$ cat src/rtl/mips_lsu.sv
// rtl/mips_lsu.sv - MIPS load/store unit with big-endian lanes, LL/SC reservation and ack timeout
module mips_lsu #(
    parameter int ADDR_W      = 32,
    parameter int GRAN_LOG2   = 2,
    parameter int ACK_TIMEOUT = 0
) (
    input  logic              clk,
    input  logic              rst_n,
    input  logic              en,
    input  logic              req_valid,
    input  logic [3:0]        req_op,
    input  logic [ADDR_W-1:0] req_addr,
    input  logic [31:0]       req_wdata,
    input  logic [4:0]        req_rd,
    output logic              stall,
    output logic              resp_valid,
    output logic              resp_we,
    output logic [4:0]        resp_rd,
    output logic [31:0]       resp_data,
    output logic              mem_req,
    output logic              mem_we,
    output logic [3:0]        mem_be,
    output logic [ADDR_W-1:0] mem_addr,
    output logic [31:0]       mem_wdata,
    input  logic              mem_ack,
    input  logic [31:0]       mem_rdata,
    input  logic              inval_valid,
    input  logic [ADDR_W-1:0] inval_addr,
    output logic              misalign,
    output logic              bus_err
);

    localparam logic [1:0] S_IDLE = 2'd0;
    localparam logic [1:0] S_REQ  = 2'd1;
    localparam logic [1:0] S_RESP = 2'd2;

    localparam int              TAG_W     = ADDR_W - GRAN_LOG2;
    localparam logic [31:0]     TMO_LAST  = 32'(ACK_TIMEOUT - 1);
    localparam logic [ADDR_W-1:0] LOW_MASK  = ADDR_W'((64'd1 << GRAN_LOG2) - 64'd1);
    localparam logic [ADDR_W-1:0] GRAN_MASK = ~LOW_MASK;

    logic [1:0]       state;
    logic [31:0]      tmo_cnt;
    logic             res_valid;
    logic [TAG_W-1:0] res_tag;

    logic       r_load, r_ll, r_sc, r_byte, r_half, r_signed;
    logic [1:0] r_off;
    logic [4:0] r_rd;

    logic is_load, is_store, is_sc, is_ll, is_byte, is_half, is_signed;
    logic legal, misaligned, idle_req, accept, sc_ok;
    logic ack_ok, tmo_hit, own_store_hit, inval_hit;
    logic [3:0]  st_be;
    logic [31:0] st_wdata;
    logic [31:0] ld_data;
    logic [7:0]  ld_byte;
    logic [15:0] ld_half;

    always_comb begin
        is_load   = 1'b0;
        is_store  = 1'b0;
        is_sc     = 1'b0;
        is_ll     = 1'b0;
        is_byte   = 1'b0;
        is_half   = 1'b0;
        is_signed = 1'b0;
        case (req_op)
            4'd0:  begin is_load = 1'b1; is_byte = 1'b1; is_signed = 1'b1; end
            4'd1:  begin is_load = 1'b1; is_byte = 1'b1; end
            4'd2:  begin is_load = 1'b1; is_half = 1'b1; is_signed = 1'b1; end
            4'd3:  begin is_load = 1'b1; is_half = 1'b1; end
            4'd4:  is_load = 1'b1;
            4'd5:  begin is_load = 1'b1; is_ll = 1'b1; end
            4'd8:  begin is_store = 1'b1; is_byte = 1'b1; end
            4'd9:  begin is_store = 1'b1; is_half = 1'b1; end
            4'd10: is_store = 1'b1;
            4'd11: is_sc = 1'b1;
            default: ;
        endcase
    end

    assign legal      = is_load | is_store | is_sc;
    assign misaligned = (is_half & req_addr[0]) | (~is_byte & ~is_half & (|req_addr[1:0]));
    assign idle_req   = (state == S_IDLE) & req_valid & legal;
    assign accept     = en & idle_req & ~misaligned;
    assign sc_ok      = res_valid & (req_addr[ADDR_W-1:GRAN_LOG2] == res_tag);

    // Reset gates the combinational outputs so they fall with rst_n, not at the next edge.
    assign stall    = rst_n & ((idle_req & ~misaligned) | (state == S_REQ));
    assign misalign = rst_n & en & idle_req & misaligned;
    assign mem_req  = (state == S_REQ);

    assign ack_ok        = (state == S_REQ) & en & mem_ack;
    assign tmo_hit       = (ACK_TIMEOUT != 0) & (state == S_REQ) & en & ~mem_ack & (tmo_cnt == TMO_LAST);
    assign own_store_hit = ack_ok & mem_we & (mem_addr[ADDR_W-1:GRAN_LOG2] == res_tag);
    assign inval_hit     = inval_valid & ((inval_addr & GRAN_MASK) == {res_tag, {GRAN_LOG2{1'b0}}});

    always_comb begin
        st_be    = 4'b1111;
        st_wdata = req_wdata;
        if (is_byte) begin
            st_be    = 4'b1000 >> req_addr[1:0];
            st_wdata = {4{req_wdata[7:0]}};
        end else if (is_half) begin
            st_be    = req_addr[1] ? 4'b0011 : 4'b1100;
            st_wdata = {2{req_wdata[15:0]}};
        end
    end

    always_comb begin
        ld_byte = 8'h00;
        case (r_off)
            2'd0: ld_byte = mem_rdata[31:24];
            2'd1: ld_byte = mem_rdata[23:16];
            2'd2: ld_byte = mem_rdata[15:8];
            2'd3: ld_byte = mem_rdata[7:0];
            default: ;
        endcase
        ld_half = r_off[1] ? mem_rdata[15:0] : mem_rdata[31:16];
        ld_data = mem_rdata;
        if (r_byte)
            ld_data = {{24{r_signed & ld_byte[7]}}, ld_byte};
        else if (r_half)
            ld_data = {{16{r_signed & ld_half[15]}}, ld_half};
    end

    always_ff @(posedge clk or negedge rst_n) begin
        if (!rst_n) begin
            state      <= S_IDLE;
            tmo_cnt    <= 32'd0;
            res_valid  <= 1'b0;
            res_tag    <= '0;
            resp_valid <= 1'b0;
            resp_we    <= 1'b0;
            resp_rd    <= 5'd0;
            resp_data  <= 32'd0;
            mem_we     <= 1'b0;
            mem_be     <= 4'd0;
            mem_addr   <= '0;
            mem_wdata  <= 32'd0;
            bus_err    <= 1'b0;
            r_load     <= 1'b0;
            r_ll       <= 1'b0;
            r_sc       <= 1'b0;
            r_byte     <= 1'b0;
            r_half     <= 1'b0;
            r_signed   <= 1'b0;
            r_off      <= 2'd0;
            r_rd       <= 5'd0;
        end else if (en) begin
            resp_valid <= 1'b0;
            bus_err    <= 1'b0;
            case (state)
                S_IDLE: begin
                    if (accept) begin
                        if (is_sc && !sc_ok) begin
                            // Failed SC never touches memory.
                            state      <= S_RESP;
                            resp_valid <= 1'b1;
                            resp_we    <= 1'b1;
                            resp_rd    <= req_rd;
                            resp_data  <= 32'd0;
                        end else begin
                            state     <= S_REQ;
                            tmo_cnt   <= 32'd0;
                            mem_we    <= is_store | is_sc;
                            mem_be    <= is_load ? 4'b1111 : st_be;
                            mem_addr  <= {req_addr[ADDR_W-1:2], 2'b00};
                            mem_wdata <= is_load ? 32'd0 : st_wdata;
                            r_load    <= is_load;
                            r_ll      <= is_ll;
                            r_sc      <= is_sc;
                            r_byte    <= is_byte;
                            r_half    <= is_half;
                            r_signed  <= is_signed;
                            r_off     <= req_addr[1:0];
                            r_rd      <= req_rd;
                        end
                    end
                end
                S_REQ: begin
                    if (mem_ack) begin
                        state      <= S_RESP;
                        resp_valid <= 1'b1;
                        resp_we    <= r_load | r_sc;
                        resp_rd    <= r_rd;
                        resp_data  <= r_sc ? 32'd1 : (r_load ? ld_data : 32'd0);
                    end else if (tmo_hit) begin
                        state      <= S_RESP;
                        resp_valid <= 1'b1;
                        resp_we    <= 1'b0;
                        resp_rd    <= r_rd;
                        resp_data  <= 32'd0;
                        bus_err    <= 1'b1;
                    end else begin
                        tmo_cnt <= tmo_cnt + 32'd1;
                    end
                end
                S_RESP: state <= S_IDLE;
                default: state <= S_IDLE;
            endcase

            // A completing LL outranks any same-cycle invalidation.
            if (ack_ok && r_ll) begin
                res_valid <= 1'b1;
                res_tag   <= mem_addr[ADDR_W-1:GRAN_LOG2];
            end else if ((ack_ok && r_sc) || own_store_hit || inval_hit) begin
                res_valid <= 1'b0;
            end
        end
    end

endmodule
$ cat config.mk
export PLATFORM = sky130hd
export DESIGN_NAME = mips_lsu
export DESIGN_NICKNAME = d
export VERILOG_FILES = /design/src/rtl/mips_lsu.sv
export SDC_FILE = /design/constraint.sdc
export NUM_CORES = 1
export LEC_CHECK = 0
export CORE_MARGIN = 10
export CORE_UTILIZATION = 35
export DETAILED_ROUTE_END_ITERATION = 8
export PLACE_DENSITY = 0.63
export SKIP_LAST_GASP = 1
export SLEW_MARGIN = 20
export SYNTH_ARGS = -nofsm -noshare
export SYNTH_HDL_FRONTEND = slang
export SYNTH_SLANG_ARGS = --single-unit
$ cat constraint.sdc
create_clock -name clk -period 2.1 [get_ports clk]
set_clock_uncertainty 0.2 [all_clocks]
set_input_delay 0.42 -clock clk [delete_from_list [all_inputs] [get_ports clk]]
set_output_delay 0.42 -clock clk [all_outputs]
set_load 0.01 [all_outputs]
==> summary.md <==
| Metric | Value |
|---|---|
| Fmax | `384 MHz` |
| Worst-Skew Late Latency | `420 ps` |
| Worst relative slew slack | `50.6%` |
| Worst slack, placed | `-1130 ps` |
| Initial Util | `between 30% and 40%` |
| Chip Width | `roughly 170 um` |
| Commonest cells after routing, fill and taps aside | `214 x clkdlybuf4s50_1, 152 x dfrtp_1, 114 x buf_4, 93 x mux2_2, 74 x xnor2_1` |
| P_leak | `5.83 nW` |
| Worst min path class | `in2reg` |
| WP data arrival | `~2700 ps` |
| Final hold vios | `0` |
| PD cells | `approximately 890 nW/um2` |
| ANT nets after route | `0` |
| Initial antenna violation count | `2` |
| Post-layout min period | `2600 ps` |
| Final period utilization | `124%` |
| Largest net degree at the start of global routing | `111` |
| Vias in the first global route | `7297` |
| Row cnt | `56` |
| Min Hold Slack | `110 ps` |
| Status | `complete, but fails checks` |
| Worst IR Drop VDD | `0.502 mV` |
| Number of synthesized register bits | `152` |
| Syn avg cell area | `between 10 and 15 um2` |
| Synth cell types | `42` |
| CTS tree | `built` |
| Critical path required time | `2210 ps` |
| Worst-path clk slew | `70 ps` |
| CP Max Fanout | `7` |
| Global-route wire length before repair | `43.2 mm` |
| DRT Wirelength | `around 28 mm` |
| Slew @ Worst Pin | `between 700 and 800 ps` |
| Hold Crit Start | `req_addr[8]` |
| Nets | `~1200` |
| Vias | `6823` |
| Initial DRC Count | `461` |
| Number of synthesized flops with an enable pin | `0` |
| Die ar. | `30500 um2` |
| Sequential fraction of the synthesis area | `45.4%` |
| All-Layer GR Usage | `18.1%` |
| Main synth FF type | `dfrtp_1` |
| Worst reg-to-reg setup slack | `-500 ps` |
| Commonest non-fill, non-tap cell in the layout | `clkdlybuf4s50_1` |
| Synth Cell Area | `about 8400 um2` |
| Filler cell count in the final layout | `roughly 2100` |
| RSZ-0062 raised after global routing | `yes` |
| Drt first pass iters | `4` |
| DPL Wire Length | `21.5 mm` |
| Routability congestion estimate from global placement | `0.874` |
| Final setup fails | `123` |
| Max cap viols | `0` |
| Via/cell ratio | `4.84` |
| Buffers on Ports | `249` |
| CTS Buffer Depth | `2` |
| WL/cell | `20.0 um` |
| Remaining Overflow, GRT | `0` |
| Final Core Density | `55.7%` |
| WS Path Type | `reg2reg` |
| Area of the multi-input gates | `between 4000 and 5000 um2` |
| FF/Latch Area | `3800 um2` |
| Clock sink count | `152` |
| Clock root cell | `clkbuf_16` |
| Layout cell share with drive strength beyond 1 | `32.6%` |
| Floorplan Core Area | `23500 um2` |
| Area grow syn2layout | `56.5%` |
| Setup WS post-layout | `-503 ps` |
| Slew Limit Fails | `0` |
| CTS Buf Count | `17` |
| Number of synthesis warnings | `0` |
| FF-to-FF Start | `res_tag[21]` |
| Gate Count Post-Synth | `713` |
| Async SR Flop Fraction | `100%` |
| H-tree depth | `4` |
| DRC | `0` |
| Critical Path Source | `res_tag[21]` |
| Failing checks | `negative setup slack` |
| Startpoint types | `flop` |
| I/O pins | `roughly 260` |
| Chip height | `around 170 um` |
| Worst setup EP type | `flop` |
[power breakdown]
group | total [W] | internal (W) | switching (W)
clock | 0.00336 | 0.00202 | 0.00133
combinational | 0.00421 | 0.00249 | 0.00172
sequential | 0.00405 | 0.00355 | 0.000500
[timing repair]
item,CTS,global route
endpoints found under the setup margin,134,133
cloned,1,3
buffers inserted,4,4
endpoints found under the hold margin,152,0
pin swaps,12,15
hold buffers,1,0
resized for setup,60,36
[synth_stat cells (2+ instances only)]
| cell type | n | share of area (%) |
|---|---|---|
| inv_1 | 15 | 0.67 |
| mux2_2 | 108 | 15 |
| nor3_1 | 2 | 0.12 |
| nor2_1 | 13 | 0.58 |
| mux4_2 | 8 | 2.1 |
| o21ai_0 | 26 | 1.6 |
| nand3_1 | 6 | 0.36 |
| nand2_1 | 68 | 3.0 |
| a21oi_1 | 56 | 3.3 |
| nor4_1 | 7 | 0.52 |
| buf_4 | 11 | 0.99 |
| buf_6 | 12 | 1.6 |
| clkbuf_1 | 13 | 0.58 |
| dfrtp_1 | 152 | 45 |
| xor2_1 | 9 | 0.94 |
| mux2_4 | 38 | 6.8 |
| xnor2_1 | 81 | 8.5 |
| buf_2 | 8 | 0.48 |
| a21o_1 | 5 | 0.45 |
| nand4_1 | 20 | 1.5 |
| mux2i_1 | 26 | 3.1 |
| a211oi_1 | 7 | 0.63 |
| nor2b_1 | 2 | 0.15 |
| nand2b_1 | 2 | 0.15 |
[metrics by stage]
stage	cell area [um2]	instances	setup TNS (ps)	power [W]
3_3_place_gp	12100	1365	-133100	0.00819
3_5_place_dp	12100	1365	-137890	0.00824
6_report	13100	1410	-52450	0.0116
5_1_grt	13100	1410	-64870	0.0123
4_1_cts	12900	1403	-43220	0.0117
2_1_floorplan	8390	715	-1880	0.00592
[layout make-up]
cell class	count	share of cell area (%)
repair buffers	387	29.0
flip-flops and latches	152	29.0
inverters	16	0.458
diodes	1	0.0191
clock inverters	15	1.62
multi-input cells	503	33.6
clock buffers	17	3.24
well taps	319	3.04
[final timing paths]
kind                                 end  cells after the start
min                          mem_addr[8]                      2
max                        resp_data[26]                      8
max reg2reg                resp_data[26]                      8
min in group asynchronous        resp_we                      3
max in group asynchronous   mem_wdata[5]                      3
min reg2reg                   resp_valid                      1
[cell families (layout without fill, tap and decap cells)]
kind of cell           Yosys count  count (layout)  share of synthesized area, %
flip-flops                     152             152                          45.4
XOR/XNOR                        90              90                          9.41
AND/OR/NAND/NOR                129             129                          7.27
other                            1               4                        0.0447
buffers and inverters           60             435                          4.37
multiplexers                   180             180                          26.6
AO/OA/AOI/OAI                  101             101                          6.94
[worst max-delay path, cell delays in order, from the launching register on]
cell and delay, ps:
dfrtp_1 410, xnor2_2 200, nand4_1 220, nor4_4 380
a21oi_2 120, buf_4 150, a41o_4 320, clkbuf_16 200
mux2_4 300
[flip-flops by register name (all words and copies together) (netlist names), 2 cells and up]
name,cells
r_off,2
mem_addr,30
resp_rd,5
res_tag,30
mem_wdata,32
state,2
resp_data,32
mem_be,4
r_rd,5
[metal layers]
metal	vias up	global-route usage, %	share of wire [%]
met2	193	29.2	48
met5	-	0	0.039
li1	3239	-	-
met3	29	5.17	6.0
met1	3360	23.3	45
met4	2	4.52	1.4
Power figures use the tool's default switching activity.
